$ cat src/rtl/toggle_sched_pkg.sv
// Shared types and default sizing for the toggle round-robin scheduler.
package toggle_sched_pkg;

  typedef enum logic [1:0] {
    IDLE  = 2'd0,
    ISSUE = 2'd1,
    CHECK = 2'd2
  } sched_state_e;

  localparam int NUM_REQ_DEF   = 4;
  localparam int ERR_CNT_W_DEF = 8;

endpackage

$ cat src/rtl/rr_arbiter.sv
// Combinational round-robin picker: first requester at or above ptr, wrapping to 0.
// Zero latency; it only selects and never holds state or exerts backpressure.
module rr_arbiter #(
  parameter  int N  = 4,
  localparam int IW = (N > 1) ? $clog2(N) : 1
) (
  input  logic [N-1:0]  req_i,
  input  logic [IW-1:0] ptr_i,
  output logic [N-1:0]  grant_o,
  output logic [IW-1:0] grant_idx_o,
  output logic          any_req_o
);

  logic found;
  int   j;

  always_comb begin
    grant_o     = '0;
    grant_idx_o = '0;
    found       = 1'b0;
    j           = 0;
    for (int i = 0; i < N; i++) begin
      j = int'(ptr_i) + i;
      if (j >= N) j = j - N;
      if (!found && req_i[j]) begin
        found       = 1'b1;
        grant_o[j]  = 1'b1;
        grant_idx_o = IW'(j);
      end
    end
  end

  assign any_req_o = |req_i;

endmodule

$ cat src/rtl/toggle_rr_scheduler.sv
// Arbitrates requesters onto one SimpleToggle cell: accept, issue (en=1), check z; one op per 3 cycles.
// Response strobes 2 cycles after accept; requests wait with req_ready low whenever busy.
module toggle_rr_scheduler
  import toggle_sched_pkg::*;
#(
  parameter  int NUM_REQ   = NUM_REQ_DEF,
  parameter  int ERR_CNT_W = ERR_CNT_W_DEF,
  localparam int ID_W      = (NUM_REQ > 1) ? $clog2(NUM_REQ) : 1
) (
  input  logic                 clk,
  input  logic                 reset,
  input  logic [NUM_REQ-1:0]   req_valid,
  input  logic [NUM_REQ-1:0]   req_data,
  output logic [NUM_REQ-1:0]   req_ready,
  output logic                 toggle_en,
  output logic                 toggle_q,
  input  logic                 toggle_z,
  output logic                 resp_valid,
  output logic [ID_W-1:0]      resp_id,
  output logic                 resp_data,
  output logic                 mismatch,
  output logic                 busy,
  output logic [ERR_CNT_W-1:0] err_count
);

  sched_state_e         state_q, state_d;
  logic [ID_W-1:0]      id_q, id_d;
  logic                 data_q, data_d;
  logic [ID_W-1:0]      ptr_q, ptr_d;
  logic [ERR_CNT_W-1:0] err_q, err_d;

  logic [NUM_REQ-1:0]   grant;
  logic [ID_W-1:0]      grant_idx;
  logic                 any_req;

  rr_arbiter #(.N(NUM_REQ)) u_arb (
    .req_i       (req_valid),
    .ptr_i       (ptr_q),
    .grant_o     (grant),
    .grant_idx_o (grant_idx),
    .any_req_o   (any_req)
  );

  always_comb begin
    state_d    = state_q;
    id_d       = id_q;
    data_d     = data_q;
    ptr_d      = ptr_q;
    err_d      = err_q;
    req_ready  = '0;
    toggle_en  = 1'b0;
    toggle_q   = 1'b0;
    resp_valid = 1'b0;
    resp_id    = '0;
    resp_data  = 1'b0;
    mismatch   = 1'b0;
    busy       = (state_q != IDLE);
    err_count  = err_q;

    case (state_q)
      IDLE: begin
        if (any_req) begin
          req_ready = grant;
          id_d      = grant_idx;
          data_d    = req_data[grant_idx];
          state_d   = ISSUE;
        end
      end
      ISSUE: begin
        toggle_en = 1'b1;
        toggle_q  = data_q;
        state_d   = CHECK;
      end
      CHECK: begin
        resp_valid = 1'b1;
        resp_id    = id_q;
        resp_data  = toggle_z;
        mismatch   = (toggle_z != data_q);
        if (mismatch && (err_q != {ERR_CNT_W{1'b1}})) err_d = err_q + 1'b1;
        ptr_d      = (id_q == ID_W'(NUM_REQ - 1)) ? '0 : id_q + 1'b1;
        state_d    = IDLE;
      end
      default: state_d = IDLE;
    endcase

    // Reset forces every output low in the reset cycle itself, so an in-flight op never shows.
    if (reset) begin
      req_ready  = '0;
      toggle_en  = 1'b0;
      toggle_q   = 1'b0;
      resp_valid = 1'b0;
      resp_id    = '0;
      resp_data  = 1'b0;
      mismatch   = 1'b0;
      busy       = 1'b0;
      err_count  = '0;
    end
  end

  always_ff @(posedge clk) begin
    if (reset) begin
      state_q <= IDLE;
      id_q    <= '0;
      data_q  <= 1'b0;
      ptr_q   <= '0;
      err_q   <= '0;
    end else begin
      state_q <= state_d;
      id_q    <= id_d;
      data_q  <= data_d;
      ptr_q   <= ptr_d;
      err_q   <= err_d;
    end
  end

endmodule

$ cat config.mk
export PLATFORM = sky130hd
export DESIGN_NAME = toggle_rr_scheduler
export DESIGN_NICKNAME = d
export VERILOG_FILES = /design/src/rtl/toggle_sched_pkg.sv /design/src/rtl/rr_arbiter.sv /design/src/rtl/toggle_rr_scheduler.sv
export SDC_FILE = /design/constraint.sdc
export NUM_CORES = 1
export LEC_CHECK = 0
export ABC_AREA = 1
export CORE_ASPECT_RATIO = 1.75
export CORE_MARGIN = 4
export CORE_UTILIZATION = 48
export DETAILED_ROUTE_END_ITERATION = 16
export GPL_TIMING_DRIVEN = 0
export HOLD_SLACK_MARGIN = 0.1
export PLACE_DENSITY = 0.76
export SETUP_SLACK_MARGIN = 0.1
export SLEW_MARGIN = 40
export SYNTH_ARGS = -nofsm -noshare
export SYNTH_HDL_FRONTEND = slang
export SYNTH_SLANG_ARGS = --single-unit
$ cat constraint.sdc
create_clock -name clk -period 2.4 [get_ports clk]
set_clock_uncertainty 0.05 [all_clocks]
set_input_delay 0.36 -clock clk [delete_from_list [all_inputs] [get_ports clk]]
set_output_delay 0.36 -clock clk [all_outputs]
set_load 0.1 [all_outputs]
Word-level counts from Yosys, hierarchy flattened
Cells that the tools add are included.
Word-level totals
  bits in registers: 15
  latch bits: 0
  RAM bits: 0
  ROM bits: 0
  output and inout port bits: 20
  word-level logic and storage cells: 109
  memories kept: 0
Cells by class
  add/sub/neg operators: 9
  $mul: 0
  div/mod/pow operators: 0
  $lt $le $gt $ge: 13
  eq/ne operators: 6
  shift-type cells: 0
  muxes and demuxes: 57
  bitwise logic cells: 3
  reductions and logical operators: 16
Operators by type and width (count)
  $ge 32x1->1 const B: 4
  $lt 32x4->1 const B: 4
  $mux 32: 4
  $ge 32x4->1 const B: 3
  $sub 32x4->32 const B: 3
  $mux 4: 7
  $mux 1: 27
  $mux 2: 8
  $or 4x4->4: 3
  $bmux 1 s2: 5
  $add 8x1->8 const B: 1
  $demux 1 s2: 4
  $logic_and 1x1->1: 8
  $mux 8: 1
  $ne 8x8->1 const B: 1
  $add 2x2->3 const B: 2
  $eq 2x2->1 const B: 2
  $pmux 2 s2: 1
  $reduce_and 2->1: 2
  $reduce_or 4->1: 1
  $sub 2x3->4 const B: 1
  $add 2x1->3 const B: 1
  $ge 2x3->1 const B: 1
  $logic_not 1->1: 3
  other kinds (7): 7

Logic depth before layout (Yosys ltp)
Gate-level depths: netlist of run 1.
  depth after elaboration: 18
  mapped depth: 16
  gate-level depth less buffers: 16

By module
From an unflattened synthesis of run 1, not the netlist that was laid out.
Second synthesis, totals
  cells, all modules: 235
  area, all modules: 1452.6 um^2
By module, submodules not included
  toggle_rr_scheduler: times used 1, cells an instance 149, area each 932.1 um^2, sequential area each 300.3 um^2
  rr_arbiter: times used 1, cells an instance 86, area each 520.5 um^2, sequential area each 0.0 um^2

Worst setup path after synthesis of run 1
OpenSTA, ideal clock, no wires.
  kind: in2out
  start: in reset
  end: out toggle_q
  data arrival time: 3642 ps
  data required time: 1990 ps
  path slack: -1652 ps
  stages on the path: 3
  buffers on the path: 1
  path through: clkbuf_1 > nor3_1 > and2_1
Between the ends
  word-level cells in the longest chain between the ends: 1
RTL lines
  from (decl): line toggle_rr_scheduler.sv:11  | input logic reset,
  $mux 1: line toggle_rr_scheduler.sv:87  | if (reset) begin
  to (decl): line toggle_rr_scheduler.sv:16  | output logic toggle_q,
No other way between the ends.

Worst setup path after layout of run 1
  start: reg ptr_q[0]
  end: out req_ready[1]
Between the ends
  word-level cells in the longest chain between the ends: 18
  elaborated cells between the ends (all ways): 66
  classes of those cells: add/sub: 7; order compare: 12; mux: 34; bitwise: 3; reduce/logical: 10
RTL lines
  from (decl): line toggle_rr_scheduler.sv:29  | logic [ID_W-1:0] ptr_q, ptr_d;
  from (signal assigned): line toggle_rr_scheduler.sv:111  | ptr_q <= ptr_d;
  branches (longest 14 deep; another with $sub 32x4->32)
  $mux 4 *: line rr_arbiter.sv:25  | if (!found && req_i[j]) begin
  $mux 4 *: line toggle_rr_scheduler.sv:62  | if (any_req) begin
  $mux 4 *: line toggle_rr_scheduler.sv:60  | case (state_q)
  $mux 4 *: line toggle_rr_scheduler.sv:87
  to (decl): line toggle_rr_scheduler.sv:14  | output logic [NUM_REQ-1:0] req_ready,
Every way passes the cells marked *. The select of a mux whose other input is x is not followed.

==> metrics, run 1 <==
Worst Setup End Kind output pin; synthesized net count 223; Gate power share 47.9%; full die area 3430 um^2; Port Buffers 30; total gr overflow 0; P_int between 0.0005 and 0.0006 W; most instantiated cells after synthesis nand2_1 (49), inv_1 (40), nor2_1 (25), dfxtp_1 (15), a21oi_1 (13); RSZ-0062 raised after global routing yes; first-pass GRT wire length 6090 um; failing checks setup timing; Via-to-Cell Ratio 5.24; Slew Limit Fails 0; CTS buffer count 3; latest clock arrival within the worst-skew pair 240 ps; vias in the first global route 1521; Psw 0.000388 W; kind of critical path flip-flop to output pin; num ports 31; Area contributors post-synth dfxtp_1 (25%), nand2_1 (15%), inv_1 (12%), nor2_1 (7.7%), ha_1 (6.2%); status finished, violations left; crit path max fanout 6; Die Ht 74.5 um; Final WS setup -21.3 ps; fmax slightly above 0.4 GHz; path type of the worst min-delay path flip-flop to flip-flop; GPL Wtd Cong 0.822; post-synthesis cell count between 200 and 250; total wire length 3830 um; Final Hold Vio Count 0; Worst-Margin Slew 491 ps; Hold Buf Count CTS 0; ys async rst share 0%; GRT Resource Usage Total 23.5%; register area share after synthesis 24.7%; Crit path required time 1990 ps; crit path time final 2420 ps; sequential share of power 30.3%; commonest register cell after synthesis dfxtp_1; Peak VDD IR 521 uV; synthesized area 1210 um^2; Relative slew margins 67.5%; Pre-antenna DRT Iters 4; core area between 2000 and 2500 um^2; area grow syn2layout 50.7%; CTS root buffer clkbuf_8; HPWL Detailed 2640 um; yosys warns 0; Final nets 271; layout cell share with drive strength beyond 1 a little over a third; clk buf depth 2; drt wl/cell 13.8 um; DRT iter0 DRCs 31; DRT antenna net count 0; Seq cells post-synth 15; top cell type's share of synthesized area 24.7%; CP startpoint kind flip-flop; Die Wd 46.0 um; ant diodes 0; post-synth top area cell dfxtp_1; flop-to-flop setup slack 390 ps; CTS tree built; Initial Util 51.4%; clock sinks 15; placed cell area about 1500 um^2; Clock Power Share 21.8%; maxcap violations 0; Sw Share 41.9%; Post-synth EDFFs 0; largest net degree at the start of global routing 11; # DRC 0; Setup-failing EPs final 2; htree depth 1; most frequent cell after synthesis nand2_1; final worst path period share 101%; clock slew at reported path FFs 60 ps; DP Cell Count 261; leakage power 0.873 nW; Row Count 23; P per Cell Area a little over 500 nW/um^2; Final Non-Filler Cells 278; post-route cell area 1830 um^2; synth unique cells 25; Avg Inst Size Synth approximately 6 um^2; routed vias 1457; initial antenna violation count 0; WP data arrival ~2000 ps
[timing repair]
action,CTS,global route
pin swaps,10,4
setup endpoints to repair,13,9
setup buffers,9,4
resized for setup,52,17
[per-stage QoR]
step | utilization [%] | setup slack (ps) | hold slack, ps | setup TNS, ps | power (W)
floorplan | - | -123 | 409 | -1390 | 0.000546
finish | 77.5 | -21.3 | 439 | -29.7 | 0.000924
global placement | 67.8 | -1030 | 424 | -14320 | 0.000620
CTS | 74.0 | -5.41 | 445 | -5.41 | 0.000890
detailed placement | 63.5 | -390 | 436 | -2560 | 0.000618
global route | 77.5 | -124 | 463 | -404 | 0.000978
[power by group through the flow]
| stage | logic [W] | registers, W | clock network (W) |
|---|---|---|---|
| detailed placement | 0.000332 | 0.000287 | 0 |
| floorplan | 0.000263 | 0.000283 | 0 |
| global placement | 0.000333 | 0.000287 | 0 |
| CTS | 0.000406 | 0.000279 | 0.000205 |
| finish | 0.000443 | 0.000280 | 0.000202 |
| global route | 0.000477 | 0.000282 | 0.000219 |
[worst max-delay path, cell delays in order, from the launching register on]
cell and delay (ps):
dfxtp_4 370, inv_8 40, ha_4 290, inv_4 50, nand2_2 50, nand2_2 60, nor2_4 130, inv_2 60
nor2_4 140, a21oi_1 80, o21ai_1 90, nand2_1 110, clkinvlp_4 110, buf_12 170
[worst paths after layout]
path,start,cells past startpoint,endpoint
worst min-delay path,err_q[7]$_SDFFE_PP0P_,2,err_q[7]$_SDFFE_PP0P_
worst max-delay path,ptr_q[0]$_SDFFE_PP0P_,13,req_ready[1]
worst min register to register,err_q[7]$_SDFFE_PP0P_,2,err_q[7]$_SDFFE_PP0P_
worst max register to register,err_q[1]$_SDFFE_PP0P_,9,err_q[5]$_SDFFE_PP0P_
[cell families after synthesis]
logic type | share of synthesized area (%)
simple gates | 40.1
buf+inv | 13.9
fa+ha+maj | 6.19
compound gates | 13.6
xor+xnor | 1.44
flops | 24.7
[cell type report]
class / count / area, um^2
clock buffer: 4 / 45.0
multi-input combinational: 146 / 873
inverter: 43 / 191
sequential: 15 / 308
timing repair buffer: 43 / 370
tap: 25 / 31.3
buffer: 2 / 10.0
fill: 184 / 531
[state kept, by name (all words and copies together) (netlist names)]
name     flops
ptr_q        2
state_q      2
id_q         2
data_q       1
err_q        8
[routing by layer]
layer / global-route usage, % / up-vias / routed length (um)
met2: 49.5 / 30 / 2260
met1: 20.7 / 673 / 1380
met4: 7.28 / 0 / 86
li1: - / 744 / -
met3: 2.66 / 10 / 103
met5: 0 / - / 0
[placed cells by master, fill, tap and decap left out, types with 2 or more instances in the layout]
cell type         n
nand3_1           7
nor4_1            3
clkinvlp_4        4
buf_4            13
inv_2             4
clkbuf_4          7
buf_12            4
nor2_2            4
clkbuf_2          2
nor2_1           20
o22ai_2           3
nand2_2          12
clkbuf_8          3
ha_1              5
dfxtp_4           2
nand3_2           6
inv_1            32
dfxtp_1          13
a21oi_2           3
nor3_1            2
a21oi_1          10
nand2_1          42
clkdlybuf4s50_1   6
o21ai_1           3
a31oi_1           2
buf_2             9
nand4_1           2
nor2_4            4
o21ai_0           7
dlygate4sd2_1     4
Note: power is estimated with default switching activity, not from simulation.
==> run 2: changes to the inputs <==
CAP_MARGIN = 10   (was unset)
CORE_UTILIZATION = 44   (was 48)
PLACE_DENSITY = 0.73   (was 0.76)
clock period = 1.96 ns   (was 2.4 ns; I/O delays follow)
==> run 2 against run 1 <==
Net effect:
- the flow still finishes with violations (setup timing)
- worst setup slack worse by 360 ps
- utilization down 1.5 points
- final cell count up 0.36%
- sequential power up 25%
- sequential share of layout area down 1.5 points
- register-to-register slack worse by 370 ps
- first-iteration DRC count up 61%
- largest power group unchanged
==> metrics, run 2 (synthesis results as in run 1) <==
status finished, violations left; failing checks setup timing; max FFs per register 8; GRT Resource Usage Total 23.1%; largest net degree at the start of global routing 11; clk buf depth 2; htree depth 1; total gr overflow 0; crit path launch ptr_q[0]$_SDFFE_PP0P_; crit path time final 2340 ps; reg2reg start ptr_q[0]$_SDFFE_PP0P_; Crit path largest cell delay 380 ps; Final WS setup -380 ps; Slew Limit Fails 0; clock slew at reported path FFs 60 ps; total power 0.00117 W; Die Wd roughly 48 um; Hold Startpoint state_q[1]$_SDFFE_PP0P_; P per Cell Area 570 nW/um^2; DRT antenna net count 0; fmax 0.427 GHz; most frequent cells in the layout nand2_1 (42), inv_1 (30), nor2_4 (15); CTS buffer count 3; area grow syn2layout 68.6%; most common cell after layout, fill and taps aside nand2_1; num ports 31; vias in the first global route 1492; clock sinks 15; Via-to-Cell Ratio around 5.4; Top reg by flops err_q; first-pass GRT wire length approximately 6400 um; Initial Util 45.1%; critical-path cell list inv_8 -> ha_4 -> inv_4 -> nand2_2 -> nand2_2 -> nor2_4 -> inv_2 -> nor2_4 -> a21oi_2 -> o21ai_1 -> nand2_1 -> clkinvlp_4 -> buf_12; maxcap violations 0; # DRC 0; Crit path required time 1620 ps; Die Ht 77.5 um; kind of critical path flip-flop to output pin; slowest CP cell dfxtp_4; layout cell share with drive strength beyond 1 around 40%; total negative slack -1470 ps; latest clock arrival within the worst-skew pair between 200 and 300 ps; Final Hold Vio Count 0; crit path max fanout 5; CTS tree built; Setup-failing EPs final 4; delay-heaviest family, CP simple AND/OR/NAND/NOR gates; Relative slew margins about two thirds; leakage power 0.912 nW; HPWL Detailed 2830 um; full die area 3700 um^2; Peak VDD IR 455 uV; ant diodes 0; CTS root buffer clkbuf_8; GPL Wtd Cong 0.874; Row Count 25; WP data arrival 2000 ps; routed vias 1519; Worst Setup End Kind output pin; Hold Buf Count CTS 0; CP startpoint kind flip-flop; core area 2690 um^2; Final nets 270; Crit path buffers/inverters 5; initial antenna violation count 0; path type of the worst min-delay path flip-flop to flip-flop; total wire length 3980 um; RSZ-0062 raised after global routing yes; Pre-antenna DRT Iters 4; final worst path period share 119%; drt wl/cell 14.3 um; DRT iter0 DRCs 50; Hold Worst Slack 425 ps; Port Buffers 30; Worst-Margin Slew 499 ps
[run 2: final timing paths]
| path | depth (start not counted) | to | slack (ps) |
|---|---|---|---|
| worst min register to register | 1 | state_q[1]$_SDFFE_PP0P_ | 420 |
| worst max-delay path | 13 | req_ready[0] | -380 |
| worst min-delay path | 1 | state_q[1]$_SDFFE_PP0P_ | 420 |
| worst max register to register | 15 | data_q$_SDFFE_PP0P_ | 20 |
[run 2: final cells by class]
class | count | area, um^2
sequential | 15 | 314
clock buffer | 4 | 45.0
buffer | 2 | 30.0
inverter | 43 | 191
tap | 27 | 33.8
fill | 227 | 644
timing repair inverter | 1 | 6.26
timing repair buffer | 41 | 453
multi-input combinational | 146 | 972
[run 2: what timing repair did]
item,in CTS,in global routing
buffers inserted,10,1
pin swaps,8,0
endpoints found under the setup margin,22,28
gates cloned,1,0
resized for setup,61,24
[run 2: through the flow]
stage | setup WS, ps | cells | cell area (um^2) | utilization (%)
global placement | -1300 | 263 | 1720 | 64.0
detailed placement | -644 | 263 | 1620 | 60.3
CTS | -335 | 278 | 1950 | 72.5
floorplan | -125 | 206 | 1390 | -
finish | -380 | 279 | 2050 | 76.0
global route | -470 | 279 | 2050 | 76.0
[run 2: report_power, final]
part / switching, W / total [W] / internal [W]
Clock: 0.000112 / 0.000256 / 0.000144
Sequential: 0.0000245 / 0.000349 / 0.000324
Combinational: 0.000361 / 0.000560 / 0.000199
Total: 0.000497 / 0.00117 / 0.000668
[run 2: metal layers]
| metal | vias to the layer above | wire length [um] | GRT usage, % |
|---|---|---|---|
| met5 | - | 0 | 0 |
| met4 | 0 | 97 | 7.28 |
| li1 | 748 | - | - |
| met1 | 703 | 1300 | 21.2 |
| met3 | 9 | 164 | 1.86 |
| met2 | 59 | 2420 | 46.6 |
